### src/rtl/rfile_wb_queue.sv
// Write-back queue feeding the register file write port, with newest-wins forwarding.
// Optional build macro RFILE_WBQ_COALESCE_EN merges a push into a tail entry with the same register.
module rfile_wb_queue #(
  parameter int DATA_W = 32,
  parameter int ADDR_W = 5,
  parameter int DEPTH  = 4
) (
  input  logic                     clk,
  input  logic                     rst,
  input  logic                     in_valid,
  output logic                     in_ready,
  input  logic [ADDR_W-1:0]        in_reg,
  input  logic [DATA_W-1:0]        in_data,
  input  logic                     drain_en,
  output logic                     write_en,
  output logic [ADDR_W-1:0]        write_reg,
  output logic [DATA_W-1:0]        write_data,
  input  logic [ADDR_W-1:0]        fwd_reg_1,
  input  logic [ADDR_W-1:0]        fwd_reg_2,
  output logic                     fwd_hit_1,
  output logic                     fwd_hit_2,
  output logic [DATA_W-1:0]        fwd_data_1,
  output logic [DATA_W-1:0]        fwd_data_2,
  output logic [$clog2(DEPTH):0]   count
);

  localparam int PW = $clog2(DEPTH);
  localparam int CW = PW + 1;

  logic [ADDR_W-1:0] reg_mem  [DEPTH];
  logic [DATA_W-1:0] data_mem [DEPTH];
  logic [PW-1:0]     wr_ptr;
  logic [PW-1:0]     rd_ptr;
  logic [PW-1:0]     fwd_idx;
  logic              push;
  logic              pop;
  logic              coalesce;
  logic              alloc;

  assign in_ready = (count < CW'(DEPTH));
  assign push     = in_valid & in_ready;
  assign pop      = drain_en & (count != '0);

`ifdef RFILE_WBQ_COALESCE_EN
  logic [PW-1:0] tail;
  assign tail = wr_ptr - PW'(1);
  // A lone entry leaving this cycle cannot absorb the push; allocate instead.
  assign coalesce = push & (count != '0) & (reg_mem[tail] == in_reg)
                  & ~(pop & (count == CW'(1)));
`else
  assign coalesce = 1'b0;
`endif
  assign alloc = push & ~coalesce;

  always_ff @(posedge clk or negedge rst) begin
    if (!rst) begin
      wr_ptr     <= '0;
      rd_ptr     <= '0;
      count      <= '0;
      write_en   <= 1'b0;
      write_reg  <= '0;
      write_data <= '0;
    end else begin
      if (alloc) wr_ptr <= wr_ptr + PW'(1);
      if (pop) begin
        rd_ptr     <= rd_ptr + PW'(1);
        write_reg  <= reg_mem[rd_ptr];
        write_data <= data_mem[rd_ptr];
      end
      write_en <= pop;
      count    <= count + CW'(alloc) - CW'(pop);
    end
  end

  always_ff @(posedge clk) begin
    if (alloc) begin
      reg_mem[wr_ptr]  <= in_reg;
      data_mem[wr_ptr] <= in_data;
    end
`ifdef RFILE_WBQ_COALESCE_EN
    else if (coalesce) begin
      data_mem[tail] <= in_data;
    end
`endif
  end

  // Scan oldest to youngest so later (younger) matches override earlier ones.
  always_comb begin
    fwd_hit_1  = 1'b0;
    fwd_hit_2  = 1'b0;
    fwd_data_1 = '0;
    fwd_data_2 = '0;
    fwd_idx    = '0;
    if (write_en && (write_reg == fwd_reg_1)) begin
      fwd_hit_1  = 1'b1;
      fwd_data_1 = write_data;
    end
    if (write_en && (write_reg == fwd_reg_2)) begin
      fwd_hit_2  = 1'b1;
      fwd_data_2 = write_data;
    end
    for (int unsigned i = 0; i < DEPTH; i++) begin
      if (CW'(i) < count) begin
        fwd_idx = rd_ptr + PW'(i);
        if (reg_mem[fwd_idx] == fwd_reg_1) begin
          fwd_hit_1  = 1'b1;
          fwd_data_1 = data_mem[fwd_idx];
        end
        if (reg_mem[fwd_idx] == fwd_reg_2) begin
          fwd_hit_2  = 1'b1;
          fwd_data_2 = data_mem[fwd_idx];
        end
      end
    end
  end

endmodule

### config.mk
export PLATFORM = sky130hd
export DESIGN_NAME = rfile_wb_queue
export DESIGN_NICKNAME = d
export VERILOG_FILES = /design/src/rtl/rfile_wb_queue.sv
export SDC_FILE = /design/constraint.sdc
export NUM_CORES = 1
export LEC_CHECK = 0
export BUFFER_PORTS_ARGS = -buffer_cell sky130_fd_sc_hd__buf_2
export CORE_ASPECT_RATIO = 1.75
export CORE_UTILIZATION = 45
export CTS_CLUSTER_SIZE = 10
export DETAILED_ROUTE_END_ITERATION = 16
export GPL_ROUTABILITY_DRIVEN = 0
export PLACE_DENSITY_LB_ADDON = 0.1
export SYNTH_ARGS = -nofsm -noshare
export SYNTH_HDL_FRONTEND = slang
export SYNTH_SLANG_ARGS = --single-unit
export TNS_END_PERCENT = 100
### constraint.sdc
create_clock -name clk -period 2.88 [get_ports clk]
set_input_delay 0.144 -clock clk [delete_from_list [all_inputs] [get_ports clk]]
set_output_delay 0.144 -clock clk [all_outputs]
set_load 0.02 [all_outputs]
After elaboration in Yosys (flattened, before gate mapping)

Memory sizes are Yosys's and may differ from the RTL's.
Index checks and enable logic that the tools add are counted.

Bits in registers: 45
Latch bits: 0
Bits in writable memories: 148
ROM bits: 0
Input bits: 51
Output and inout bits: 108
Word-level logic and storage cells: 72
Memories: 2

Memory list:

| memory   | words | bits a word | read ports | clocked after Yosys merged registers in | write ports | RTL line | text |
|---|---|---|---|---|---|---|---|
| data_mem | 4     | 32          | 4          | 0                                       | 1           | 31       | `logic [DATA_W-1:0] data_mem [DEPTH];` |
| reg_mem  | 4     | 5           | 4          | 0                                       | 1           | 30       | `logic [ADDR_W-1:0] reg_mem [DEPTH];` |

$add $sub $neg: 6
$mul: 0
Div/mod/pow operators: 0
Order comparisons: 5
Eq/ne operators: 10
Shift operators: 0
Muxes and demuxes: 38
Bitwise operators: 2
Reduce and logical (&&, ||, !) cells: 3

Operator list:

| cell                  | count |
|---|---|
| $mux W32              | 18 |
| $eq A5 B5 Y1          | 10 |
| $mux W1               | 20 |
| $lt A1 B3 Y1 const A  | 2 |
| $lt A2 B3 Y1 const A  | 2 |
| $add A2 B1 Y2 const B | 2 |
| $add A2 B2 Y2 const B | 2 |
| $add A3 B1 Y3         | 1 |
| $lt A3 B3 Y1 const B  | 1 |
| $reduce_bool A3 Y1    | 1 |
| $sub A3 B1 Y3         | 1 |
| $and A1 B1 Y1         | 2 |
| $logic_and A1 B1 Y1   | 2 |

Logic depth before layout (Yosys ltp)

Gate-level depths: netlist of the first run.

Depth in word-level cells: 11
Mapped depth: 11
Mapped depth without buffers: 8

Worst setup path before layout of the first run

No wires, ideal clock.

Path kind: register -> register
Start: reg count[2]
End: reg count[2]
Arrival time: 2.729 ns
Slack: 0.030 ns
Stages on the path, launching flop included: 10
Buffers on the path: 1
Clock period less this slack: 2.850 ns
Cells stage by stage: dfrtp_1 > o31ai_1 > clkinv_1 > clkbuf_1 > ha_1 > inv_1 > ha_1 > inv_1 > fa_1 > xor2_1

Elaborated cells on any way between the ends: 6

RTL lines:

| what                   | RTL line | text |
|---|---|---|
| from (decl)            | 24       | `output logic [$clog2(DEPTH):0] count` |
| from (signal assigned) | 71       | `count <= count + CW'(alloc) - CW'(pop);` |
| $reduce_bool A3 Y1     | 42       | `assign pop = drain_en & (count != '0);` |
| $and A1 B1 Y1          | 42       |  |
| named net pop          | 36       | `logic pop;` |
| $sub A3 B1 Y3          | 71       |  |

The timed path passes the listed nets, and every way through them passes these cells.
A chain may end at the register's enable or synchronous reset.

Worst setup path in the final report of the first run

Start: reg rd_ptr[0]
End: out fwd_data_1[20]

Longest elaborated chain between the ends: 10
Elaborated cells on any way between the ends: 17

RTL lines:

| what                                                                  | RTL line | text |
|---|---|---|
| from (decl)                                                           | 33       | `logic [PW-1:0] rd_ptr;` |
| from (signal assigned)                                                | 66       | `rd_ptr <= rd_ptr + PW'(1);` |
| parallel branches: the longest is 9 deep, another holds $mem_v2 Z4 W5 | n/a      |  |
| $mux W32 (*)                                                          | 103      | `if (CW'(i) < count) begin` |
| to (decl)                                                             | 22       | `output logic [DATA_W-1:0] fwd_data_1,` |

Every way passes the cells marked *.

==> results of run 1 <==
-- worst max-delay path: stages, from the launching register on --
cell	delay, ns
dfrtp_4	0.46
buf_6	0.14
mux4_2	0.57
xor2_1	0.18
nor4_2	0.31
buf_4	0.18
a21oi_4	0.07
buf_12	0.18
a221oi_2	0.29
o31ai_1	0.12
buf_4	0.15
buf_6	0.12
-- repair_timing --
action                                 CTS  global route
endpoints found under the hold margin  178             0
setup endpoints to repair               66            66
hold buffers                            38             0
setup buffers                           13            14
gates resized for setup                129           151
pin swaps                               41            46
cloned                                   6             5
-- placed cells by master (no fill, tap or decap), drive strengths merged, types with 2 or more instances in the layout --
cell type and n:
buf 336, nand2 166, edfxtp 148, mux2i 131
o21ai 108, nor2 78, a21oi 76, inv 59
mux2 57, a221oi 55, dfrtp 45, a211oi 41
dlygate4sd3 38, and2 37, a211o 32, o221ai 32
xor2 31, xnor2 26, clkbuf 25, o31ai 25
mux4 16, nand3 14, nand4 13, ha 8
nor3b 8, clkinv 7, nor4 5, or3 3
nor3 3, and3 3, nor2b 2, a21o 2
bufinv 2
-- per-layer routing --
layer  part of all wire  up-vias  GRT usage
li1                   -     5606          -
met1               0.36     6127      0.331
met2               0.53      521      0.565
met3              0.047      213     0.0400
met4              0.069        2      0.208
met5            0.00027        -          0
-- path summary, 6_finish.rpt --
kind                                               to                      start  depth (start not counted)
hold reg to reg             write_data[7]$_DFFE_PN0P_  write_data[7]$_DFFE_PN0P_                          2
max in group asynchronous   write_data[7]$_DFFE_PN0P_                        rst                          3
min in group asynchronous       rd_ptr[1]$_DFFE_PN0P_                        rst                          2
setup reg to reg           write_data[10]$_DFFE_PN0P_      rd_ptr[1]$_DFFE_PN0P_                          6
hold / removal                  wr_ptr[0]$_DFFE_PN0P_                   in_valid                          4
setup / recovery                       fwd_data_1[20]      rd_ptr[0]$_DFFE_PN0P_                         11
-- final cells by class --
cell class | count | share of cell area
Multi-Input combinational cell | 980 | 0.436
Sequential cell | 193 | 0.304
Timing Repair Buffer | 377 | 0.191
Tap cell | 382 | 0.0260
Clock buffer | 22 | 0.0253
Inverter | 59 | 0.0122
Clock inverter | 10 | 0.00607
Antenna cell | 1 | 0.000136
-- through the flow --
stage	power [mW]	utilization	TNS, ns	setup slack (ns)	instances
2_1_floorplan	11.1	-	0	0.0298	1363
3_3_place_gp	15.1	0.534	-0.380	-0.0556	1918
3_5_place_dp	15.2	0.534	-0.988	-0.0883	1918
4_1_cts	18.4	0.593	-28.84	-0.488	2007
5_1_grt	20.5	0.627	-35.15	-0.609	2024
6_report	19.5	0.627	-28.51	-0.528	2024
-- logic make-up after synthesis --
kind of cell | after synthesis | share of synthesized area
fa+ha+maj | 9 | 0.00896
xor+xnor | 57 | 0.0372
flops | 193 | 0.415
simple gates | 336 | 0.114
compound gates | 374 | 0.190
mux | 204 | 0.173
buf+inv | 190 | 0.0614
-- power breakdown --
group          internal, mW  leakage, nW  total (mW)  switching [mW]
clock network          1.32        0.280        2.40            1.08
registers              3.66         1.89        4.23           0.576
logic                  5.38         5.61        12.9            7.50
==> flow_summary.rst, run 1 <==
.. list-table::
   :header-rows: 1

   * - Metric
     - Value
   * - Gate count of the mapped netlist
     - 1363
   * - Cell leakage power
     - 7.77 nW
   * - Antenna violations before repair
     - 3
   * - Count of port buffers added during placement
     - 158
   * - Post-Route Hold Slack
     - 0.130 ns
   * - Buffer depth of the longest clock path
     - 2
   * - Top FF cell, synth
     - edfxtp_1
   * - Worst Slack Setup Final
     - -0.528 ns
   * - Pin count of the biggest net entering global routing
     - about 70
   * - Number of fillers in the final layout
     - 2462
   * - First-pass GRT wire length
     - 71.0 mm
   * - Mean number of vias per cell
     - 6.16
   * - Overall routing resource usage
     - 0.310
   * - Critical path data required time
     - 2.74 ns
   * - Post-route cell area
     - 18400 sq um
   * - Syn_area_per_cell
     - 9.84 sq um
   * - Initial DRC Count
     - between 800 and 900
   * - Number of synthesized flops with an enable pin
     - 148
   * - Fraction of synthesized cell area taken by the top area cell type
     - 0.331
   * - Measured slew at the worst slew-check pin
     - ~1.0 ns
   * - Synth Net Count
     - 1423
   * - Endpoints failing setup
     - 66
   * - VDD IR-drop max
     - 578 uV
   * - Min Tclk post-route
     - 3.41 ns
   * - Synthesis-to-layout area growth
     - 36.9%
   * - Sum of overflow across all layers after global routing
     - 0
   * - Total via count in the routed design
     - 12500
   * - Number of top-level pins
     - 159
   * - Register containing the most flip-flops in the final layout
     - data_mem
   * - Min-Delay Path Class
     - in2reg
   * - Number of global-route vias before repair
     - 12500
   * - Library cell occupying the most area in the post-synthesis netlist
     - edfxtp_1
   * - Upper clock frequency limit
     - 293 MHz
   * - CTS tree
     - yes
   * - Multi-input logic area
     - 8000 sq um
   * - YS warnings
     - 0
   * - DPL Wire Length
     - around 32 mm
   * - Die Span Y
     - 230 microns
   * - Wirelength per Cell
     - 23.7 microns
   * - Area occupied by registers
     - 5580 sq um
   * - Setup repair after global routing missed its margin
     - true
   * - CTS H-tree depth
     - 4
   * - Area of the die
     - a little over 30000 sq um
   * - Worst rel slew slack
     - 0.324
   * - Routed wire length
     - about 48 mm
   * - Area of the mapped netlist
     - 13400 sq um
   * - Number of iterations in the first detailed-routing pass
     - 7
   * - Core region area
     - ~29000 sq um
   * - Status
     - finished, violations left
   * - Effective utilization at floorplan
     - 0.458
   * - Worst setup slack for register-to-register paths
     - 0.72 ns
   * - Number of clock sinks
     - about 190
   * - Clock buffer count from CTS
     - 17
   * - Kind of start point of the critical path
     - register
   * - Root cell of the clock tree
     - clkbuf_16
   * - Fin crit share
     - 1.18
   * - Synth top cells by count
     - nand2_1, edfxtp_1, mux2i_1, o21ai_0, nor2_1
   * - Flip-flop count of the largest register after layout
     - around 130
   * - Proportion of synthesized flip-flops having asynchronous set or reset
     - 0.233
   * - CP endpoint kind
     - output port
   * - Flop and latch count out of synthesis
     - a little under 200
   * - Row count
     - between 80 and 90
   * - Critical path type
     - reg2out
   * - Clock latency reported for the late side of the worst-skew pair
     - 0.47 ns
   * - Critical path data arrival time
     - 3.26 ns
   * - Synth unique cells
     - 53
   * - Failing checks
     - setup timing
   * - Top fanout value on the critical path
     - 16
   * - Number of pins with negative max-slew slack in the final report
     - 0
   * - Clock slew seen by the registers of the worst setup and hold paths
     - 0.06 ns
   * - Fraction of final layout cells sized beyond drive strength 1
     - 0.356
   * - Cell Area, Placed
     - 15600 sq um
   * - DRT antenna net count
     - 0
   * - Max-Cap Viols
     - 0
   * - Regs by FF count
     - data_mem x128, write_data x32, reg_mem x20
   * - Sequential cell area fraction in the yosys report
     - 0.415
   * - Worst clock skew
     - 0.00749 ns
   * - Synth area leaders
     - edfxtp_1, mux2i_1, dfrtp_1
   * - Horizontal die dimension
     - 132 microns
   * - DRC violation count after routing
     - 0
   * - Cell with the most instances after synthesis
     - nand2_1
   * - Final-stage net count
     - 1688
   * - Pwr/cell area
     - roughly 1100 nW/um^2
   * - Final Hold Vio Count
     - 0
(Power assumes the default switching activity.)
==> run 2: changes to the inputs <==
--- a/config.mk
+++ b/config.mk
@@ -6,8 +6,10 @@
 export NUM_CORES = 1
 export LEC_CHECK = 0
 export BUFFER_PORTS_ARGS = -buffer_cell sky130_fd_sc_hd__buf_2
+export CELL_PAD_IN_SITES_DETAIL_PLACEMENT = 0
+export CELL_PAD_IN_SITES_GLOBAL_PLACEMENT = 1
 export CORE_ASPECT_RATIO = 1.75
-export CORE_UTILIZATION = 45
+export CORE_UTILIZATION = 42
 export CTS_CLUSTER_SIZE = 10
 export DETAILED_ROUTE_END_ITERATION = 16
 export GPL_ROUTABILITY_DRIVEN = 0
==> run 2 against run 1 <==
Compared with the run above:
- the flow still finishes with violations (setup timing)
- via count down 0.56%
- setup slack worse by 0.015 ns
- combinational power is essentially flat
- register-to-register slack got worse by 0.10 ns
- critical endpoint is now fwd_data_2[19]
==> flow_summary.rst, run 2 (synthesized netlist as in run 1, its figures left out) <==
.. list-table::
   :header-rows: 1

   * - Metric
     - Value
   * - Min-Delay Path Class
     - in2reg
   * - Cell Chain, Critical Path
     - buf_4 > buf_6 > mux4_2 > xnor2_2 > nand4_1 > a21oi_4 > buf_8 > a211oi_1 > a211o_1 > buf_4
   * - Worst path max stage delay
     - 0.53 ns (-0.04 ns)
   * - Met3 global-route usage
     - 0.0404 (+0.000401)
   * - Met2 demand-to-capacity share in global routing
     - 0.561 (-0.00440)
   * - Number of buffers and inverters on the critical path
     - 4 (-1)
   * - Critical path type
     - reg2out
   * - VDD IR-drop max
     - 596 uV (+3.0%)
   * - Number of clock sinks
     - 193 (unchanged)
   * - Critical path data required time
     - 2.74 ns (about the same)
   * - Worst clock skew
     - 0.0134 ns (+0.00589 ns)
   * - Synthesis-to-layout area growth
     - 37.6%
   * - Clock latency reported for the late side of the worst-skew pair
     - 0.47 ns (about the same)
   * - Number of fillers in the final layout
     - 2750 (+12%)
   * - Core region area
     - 31400 sq um (+7.3%)
   * - Worst path slowest cell
     - dfrtp_4
   * - CP endpoint kind
     - output port
   * - CTS tree
     - yes
   * - Endpoints failing setup
     - 66 (unchanged)
   * - Busiest metal layer after global routing
     - met2
   * - Min Tclk post-route
     - 3.42 ns (+0.0147 ns)
   * - Leading cell types in the layout, fill and taps excluded
     - buf_4, nand2_1, edfxtp_1
   * - Cell Count, Final, Fillers Out
     - 2063 (+1.9%)
   * - Kind of start point of the critical path
     - register
   * - Count of port buffers added during placement
     - 158 (unchanged)
   * - Fraction of final layout cells sized beyond drive strength 1
     - 0.363 (+0.00606)
   * - Setup repair after global routing missed its margin
     - true
   * - Sum of overflow across all layers after global routing
     - 0 (unchanged)
   * - Worst Setup Slack post-DPL
     - -0.177 ns (-0.0883 ns)
   * - Most common cell after layout, fill and taps aside
     - buf_4
   * - Post-Route Hold Slack
     - 0.155 ns (+0.0248 ns)
   * - Fin util
     - 0.587 (-0.0397)
   * - Max-Cap Viols
     - 0 (unchanged)
   * - Root cell of the clock tree
     - clkbuf_16
   * - Wirelength per Cell
     - 24.1 microns (+1.6%)
   * - DRC violation count after routing
     - 0 (unchanged)
   * - Worst rel slew slack
     - 0.310 (-0.0134)
   * - First-pass GRT wire length
     - 73.1 mm (+3.0%)
   * - Number of iterations in the first detailed-routing pass
     - 7 (unchanged)
   * - Row count
     - 86 (+3.6%)
   * - Final Total Pwr
     - 19.7 mW (+0.98%)
   * - Area of the die
     - 32700 sq um (+7.1%)
   * - Number of global-route vias before repair
     - 12700 (+1.7%)
   * - Register containing the most flip-flops in the final layout
     - data_mem
   * - Cell count after placement
     - 1953 (+1.8%)
   * - DRT antenna net count
     - 0 (unchanged)
   * - Flip-flop count of the largest register after layout
     - 128 (unchanged)
   * - Mean number of vias per cell
     - 6.01 (-2.4%)
   * - Measured slew at the worst slew-check pin
     - 1.03 ns (+0.0201 ns)
   * - Failing checks
     - setup timing
   * - Number of pins with negative max-slew slack in the final report
     - 0 (unchanged)
   * - Pin count of the biggest net entering global routing
     - 62 (-14%)
   * - Upper clock frequency limit
     - 292 MHz (-0.43%)
   * - Pwr/cell area
     - 1070 nW/um^2 (+0.49%)
   * - Overall routing resource usage
     - 0.306 (-0.00399)
   * - Family of cells with the greatest summed delay on the critical path
     - compound AO/OA/AOI/OAI gates
   * - Critical path data arrival time
     - 3.28 ns (+0.02 ns)
   * - Number of top-level pins
     - 159 (unchanged)
   * - Buffer depth of the longest clock path
     - 2 (unchanged)
   * - CTS H-tree depth
     - 4 (unchanged)
   * - Post-Route Setup TNS
     - -28.99 ns (-0.485 ns)
   * - Met1 Usage GRT
     - 0.329 (-0.00229)
   * - Total via count in the routed design
     - 12400 (-0.56%)
   * - Cell Area, Placed
     - 15800 sq um (+0.96%)
   * - Cell leakage power
     - 7.87 nW (+1.2%)
   * - Regs by FF count
     - data_mem x128, write_data x32, reg_mem x20
   * - Horizontal die dimension
     - 137 microns (+3.5%)
   * - Critical Path Most Common Cell
     - buf_4
   * - DPL Wire Length
     - 33.2 mm (+4.2%)
   * - Initial DRC Count
     - 834 (+1.2%)
   * - Antenna violations before repair
     - 1 (-2)
   * - Clock slew seen by the registers of the worst setup and hold paths
     - 0.07 ns (about the same)
   * - Final-stage net count
     - 1713 (+1.5%)
   * - Clock buffer count from CTS
     - 17 (unchanged)
   * - Fin crit share
     - 1.19 (+0.00511)
   * - Status
     - finished, violations left
   * - Top fanout value on the critical path
     - 18 (+2)
   * - Final Hold Vio Count
     - 0 (unchanged)
   * - Die Span Y
     - 238 microns (+3.5%)
   * - Effective utilization at floorplan
     - 0.427 (-0.0311)
   * - Routed wire length
     - 49.6 mm (+3.5%)
   * - Post-route cell area
     - 18500 sq um (+0.49%)
   * - Worst Slack Setup Final
     - -0.543 ns (-0.0147 ns)
-- run 2: changes by cell type in the layout (fill, tap and decap cells not counted), moves of 5 or more --
cell / change
a211oi_1: +9
a211oi_2: -9
a221oi_2: -7
buf_16: -5
buf_2: +5
buf_4: +41
buf_6: -26
buf_8: +5
o21ai_1: -5
o21ai_2: +5
-- run 2: per-layer routing --
layer  up-vias  share of wire
li1       5659              -
met1      6073           0.37
met2       499           0.53
met3       168          0.047
met4         0          0.057
met5         -              0
-- run 2: what timing repair did --
item | CTS | global route
gates cloned | 6 | 5
resized for setup | 175 | 72
buffers inserted | 20 | 16
setup endpoints to repair | 66 | 66
hold endpoints to repair | 179 | 0
hold buffers | 38 | 0
pin swaps | 51 | 35
-- run 2: worst reg2reg max path, delay by kind of cell (launching register included) --
kind	cells	cell delay (ns)
mux	1	0.46
flops	1	0.48
buf+inv	5	1.17
simple gates	2	0.10
-- run 2: path summary, 6_finish.rpt --
path,start,end,slack [ns],cells past startpoint
max,rd_ptr[0]$_DFFE_PN0P_,fwd_data_2[19],-0.54,10
min,in_valid,wr_ptr[0]$_DFFE_PN0P_,0.15,4
max reg2reg,rd_ptr[0]$_DFFE_PN0P_,write_data[2]$_DFFE_PN0P_,0.62,8
min reg2reg,write_data[13]$_DFFE_PN0P_,write_data[13]$_DFFE_PN0P_,0.56,2
max in group asynchronous,rst,write_data[1]$_DFFE_PN0P_,1.65,3
min in group asynchronous,rst,write_data[18]$_DFFE_PN0P_,0.39,2
-- run 2: power by group --
| group | switching (mW) | internal, mW | leakage (nW) |
|---|---|---|---|
| clock | 1.10 | 1.28 | 0.270 |
| combinational | 7.51 | 5.52 | 5.71 |
| sequential | 0.634 | 3.66 | 1.89 |
| total | 9.25 | 10.5 | 7.87 |
-- run 2: final cells by class --
class	count	area, sq um	area share
multi-input cells	980	7970	0.432
repair buffers	402	3610	0.196
well taps	396	495	0.0269
clock inverters	12	134	0.00726
flip-flops and latches	193	5580	0.302
inverters	59	224	0.0121
diodes	1	2.50	0.000136
clock buffers	20	437	0.0237
==> run 3: changes to the inputs <==
--- a/config.mk
+++ b/config.mk
@@ -9,7 +9,9 @@
 export CELL_PAD_IN_SITES_DETAIL_PLACEMENT = 0
 export CELL_PAD_IN_SITES_GLOBAL_PLACEMENT = 1
 export CORE_ASPECT_RATIO = 1.75
+export CORE_MARGIN = 2
 export CORE_UTILIZATION = 42
+export CTS_CLUSTER_DIAMETER = 60
 export CTS_CLUSTER_SIZE = 10
 export DETAILED_ROUTE_END_ITERATION = 16
 export GPL_ROUTABILITY_DRIVEN = 0
==> constraint.sdc (replaced) <==
create_clock -name clk -period 2.88 [get_ports clk]
set_input_delay 0 -clock clk [delete_from_list [all_inputs] [get_ports clk]]
set_output_delay 0 -clock clk [all_outputs]
set_load 0.02 [all_outputs]
==> run 3 against run 2 <==
Compared with the run above:
- the flow still finishes with violations (setup timing)
- global-route usage down 1.7 points
- maximum frequency grew 4.4%
- sequential power is essentially flat
- clock-buffer cell count increased by 3
- register-to-register slack better by 0.14 ns
- critical path depth grew 1
- clock skew down 0.0021 ns
- setup slack improved by 0.14 ns
- final cell count down 3.0%
- largest power group unchanged
==> flow_summary.rst, run 3 (synthesized netlist as in run 1, its figures left out) <==
.. list-table::
   :header-rows: 1

   * - Metric
     - Value
   * - Horizontal die dimension
     - 139 microns (+1.5%)
   * - Effective utilization at floorplan
     - 0.427 (unchanged)
   * - Clock latency reported for the late side of the worst-skew pair
     - 0.46 ns (about the same)
   * - First-pass GRT wire length
     - 72.9 mm (-0.27%)
   * - Min Tclk post-route
     - 3.28 ns (-0.144 ns)
   * - Worst path slowest cell
     - dfrtp_4
   * - Post-Route Hold Slack
     - 0.0342 ns (-0.120 ns)
   * - Final-stage net count
     - 1652 (-3.6%)
   * - Overall routing resource usage
     - 0.289 (-0.0173)
   * - Critical path data required time
     - 2.88 ns (+0.14 ns)
   * - Critical path data arrival time
     - 3.28 ns (about the same)
   * - CTS tree
     - yes
   * - CTS H-tree depth
     - 4 (unchanged)
   * - VDD IR-drop max
     - 661 uV (+11%)
   * - Number of top-level pins
     - 159 (unchanged)
   * - Critical path startpoint
     - rd_ptr[0]$_DFFE_PN0P_
   * - Synthesis-to-layout area growth
     - 34.8%
   * - CP endpoint kind
     - output port
   * - Worst path max stage delay
     - 0.53 ns (about the same)
   * - Number of clock sinks
     - 193 (unchanged)
   * - Clock slew seen by the registers of the worst setup and hold paths
     - 0.07 ns (about the same)
   * - Source of the worst hold timing path
     - in_valid
   * - Total via count in the routed design
     - 12200 (-2.0%)
   * - Clock power share
     - 0.128 (+0.007)
   * - Share of power burned in combinational logic
     - 0.649 (-0.012)
   * - Mean number of vias per cell
     - 6.07 (+1.0%)
   * - Most common cell after layout, fill and taps aside
     - nand2_1
   * - Cell count after placement
     - 1879 (-3.8%)
   * - Fraction of final layout cells sized beyond drive strength 1
     - 0.339 (-0.0236)
   * - Number of cells on the worst hold path
     - 4 (unchanged)
   * - Area of the die
     - 33400 sq um (+2.3%)
   * - Worst Slack Setup Final
     - -0.398 ns (+0.144 ns)
   * - Min-Delay Path Class
     - in2reg
   * - Kind of start point of the critical path
     - register
   * - DRC violation count after routing
     - 0 (unchanged)
   * - Worst rel slew slack
     - 0.551 (+0.241)
   * - Status
     - finished, violations left
   * - Routed wire length
     - 49.6 mm (about the same)
   * - Net switching share of the total power
     - 0.476 (+0.00673)
   * - Critical path type
     - reg2out
   * - Portion of total power attributed to sequential cells
     - 0.223 (+0.005)
   * - Endpoints failing setup
     - 66 (unchanged)
   * - Number of global-route vias before repair
     - 12400 (-2.0%)
   * - Internal power component
     - 10.1 mW (-3.4%)
   * - Setup repair after global routing missed its margin
     - true
   * - Root cell of the clock tree
     - clkbuf_16
   * - Detail Route met3 WL
     - 2.16 mm (-7.5%)
   * - Final Hold Vio Count
     - 0 (unchanged)
   * - Antenna violations before repair
     - 0 (-1)
   * - Clock buffer count from CTS
     - 17 (unchanged)
   * - Pwr/cell area
     - 1070 nW/um^2 (-0.20%)
   * - Upper clock frequency limit
     - 305 MHz (+4.4%)
   * - Fin crit share
     - 1.14 (-0.0501)
   * - Cell Count, Final, Fillers Out
     - 2001 (-3.0%)
   * - Register containing the most flip-flops in the final layout
     - data_mem
   * - Highest metal layer with signal wires
     - met4
   * - Row count
     - 86 (unchanged)
   * - Flip-flop count of the largest register after layout
     - 128 (unchanged)
   * - Wirelength per Cell
     - 24.8 microns (+3.1%)
   * - Sum of overflow across all layers after global routing
     - 0 (unchanged)
   * - Max-Cap Viols
     - 0 (unchanged)
   * - Leading cell types in the layout, fill and taps excluded
     - nand2_1, edfxtp_1, mux2i_1
   * - Initial DRC Count
     - 891 (+6.8%)
   * - Number of iterations in the first detailed-routing pass
     - 6 (-1)
   * - Critical Path Most Common Cell
     - buf_12
   * - Count of port buffers added during placement
     - 158 (unchanged)
   * - Number of diodes
     - 0 (-1)
   * - Worst clock skew
     - 0.0113 ns (-0.00209 ns)
   * - Failing checks
     - setup timing
   * - Cell Chain, Critical Path
     - buf_4 > buf_6 > mux4_2 > xnor2_1 > nand4_1 > a21oi_4 > buf_12 > buf_12 > a211oi_1 > a211o_1 > buf_2
   * - Cell leakage power
     - 7.62 nW (-3.1%)
   * - Pin count of the biggest net entering global routing
     - 62 (unchanged)
   * - Metal1 wirelength
     - 18.7 mm (+3.1%)
   * - DPL Wire Length
     - 30.4 mm (-8.5%)
   * - Top fanout value on the critical path
     - 21 (+3)
   * - Measured slew at the worst slew-check pin
     - 0.673 ns (-0.361 ns)
   * - Die Span Y
     - 240 microns (+0.84%)
   * - Launch instance of the worst register-to-register path
     - count[2]$_DFF_PN0_
   * - Sw Pwr
     - 9.18 mW (-0.78%)
   * - R2R depth
     - 9 (+1)
   * - Number of pins with negative max-slew slack in the final report
     - 0 (unchanged)
   * - DRT antenna net count
     - 0 (unchanged)
   * - Core region area
     - 31400 sq um (unchanged)
   * - Buffer depth of the longest clock path
     - 2 (unchanged)
   * - Regs by FF count
     - data_mem x128, write_data x32, reg_mem x20
   * - Met2 wire len
     - 26.1 mm (-0.94%)
==> run 3: what timing repair did <==
item	4_1_cts	5_1_grt
hold buffers	38	0
gates cloned	11	8
setup buffers	23	14
endpoints found under the hold margin	169	0
resized for setup	169	80
setup endpoints to repair	66	66
pin swaps	50	34
==> run 3: stage by stage <==
step,TNS (ns),cell area (sq um),power (mW),setup WS (ns),util
floorplan,0,13400,11.1,0.0298,-
global placement,0,15200,14.7,0.0381,0.483
detailed placement,0,15200,14.8,0.0467,0.483
CTS,-18.57,17400,18.6,-0.368,0.554
global route,-26.89,18100,20.4,-0.513,0.576
finish,-19.17,18100,19.3,-0.398,0.576
==> run 3: worst paths after layout <==
kind | to | slack [ns]
max in group asynchronous | write_data[11]$_DFFE_PN0P_ | 1.94
max | fwd_data_2[6] | -0.40
min in group asynchronous | count[1]$_DFF_PN0_ | 0.09
min | wr_ptr[0]$_DFFE_PN0P_ | 0.03
max reg2reg | count[2]$_DFF_PN0_ | 0.76
min reg2reg | write_data[28]$_DFFE_PN0P_ | 0.57
==> run 3: layout make-up <==
type | instances | area, sq um
inverters | 59 | 224
multi-input cells | 982 | 8070
repair buffers | 339 | 3120
fillers | 2747 | 13300
clock inverters | 9 | 104
well taps | 396 | 495
clock buffers | 23 | 499
flip-flops and latches | 193 | 5580
==> run 3: routing by layer <==
layer	vias up	global-route usage
li1	5550	-
met1	5999	0.315
met2	457	0.533
met3	144	0.0422
met4	0	0.163
met5	-	0
==> run 3: critical path: cells and delay by family (launching register included) <==
family / cells / cell delay [ns]
AO/OA/AOI/OAI: 3 / 0.65
XOR/XNOR: 1 / 0.17
buffers and inverters: 5 / 0.77
flip-flops: 1 / 0.53
multiplexers: 1 / 0.47
AND/OR/NAND/NOR: 1 / 0.23
==> run 3: power by group through the flow <==
| stage | clock network (mW) | logic (mW) | registers (mW) |
|---|---|---|---|
| finish | 2.47 | 12.5 | 4.30 |
| global route | 2.62 | 13.4 | 4.37 |
| CTS | 2.51 | 11.8 | 4.26 |
| detailed placement | 0 | 10.5 | 4.30 |
| global placement | 0 | 10.4 | 4.27 |
| floorplan | 0 | 6.71 | 4.43 |
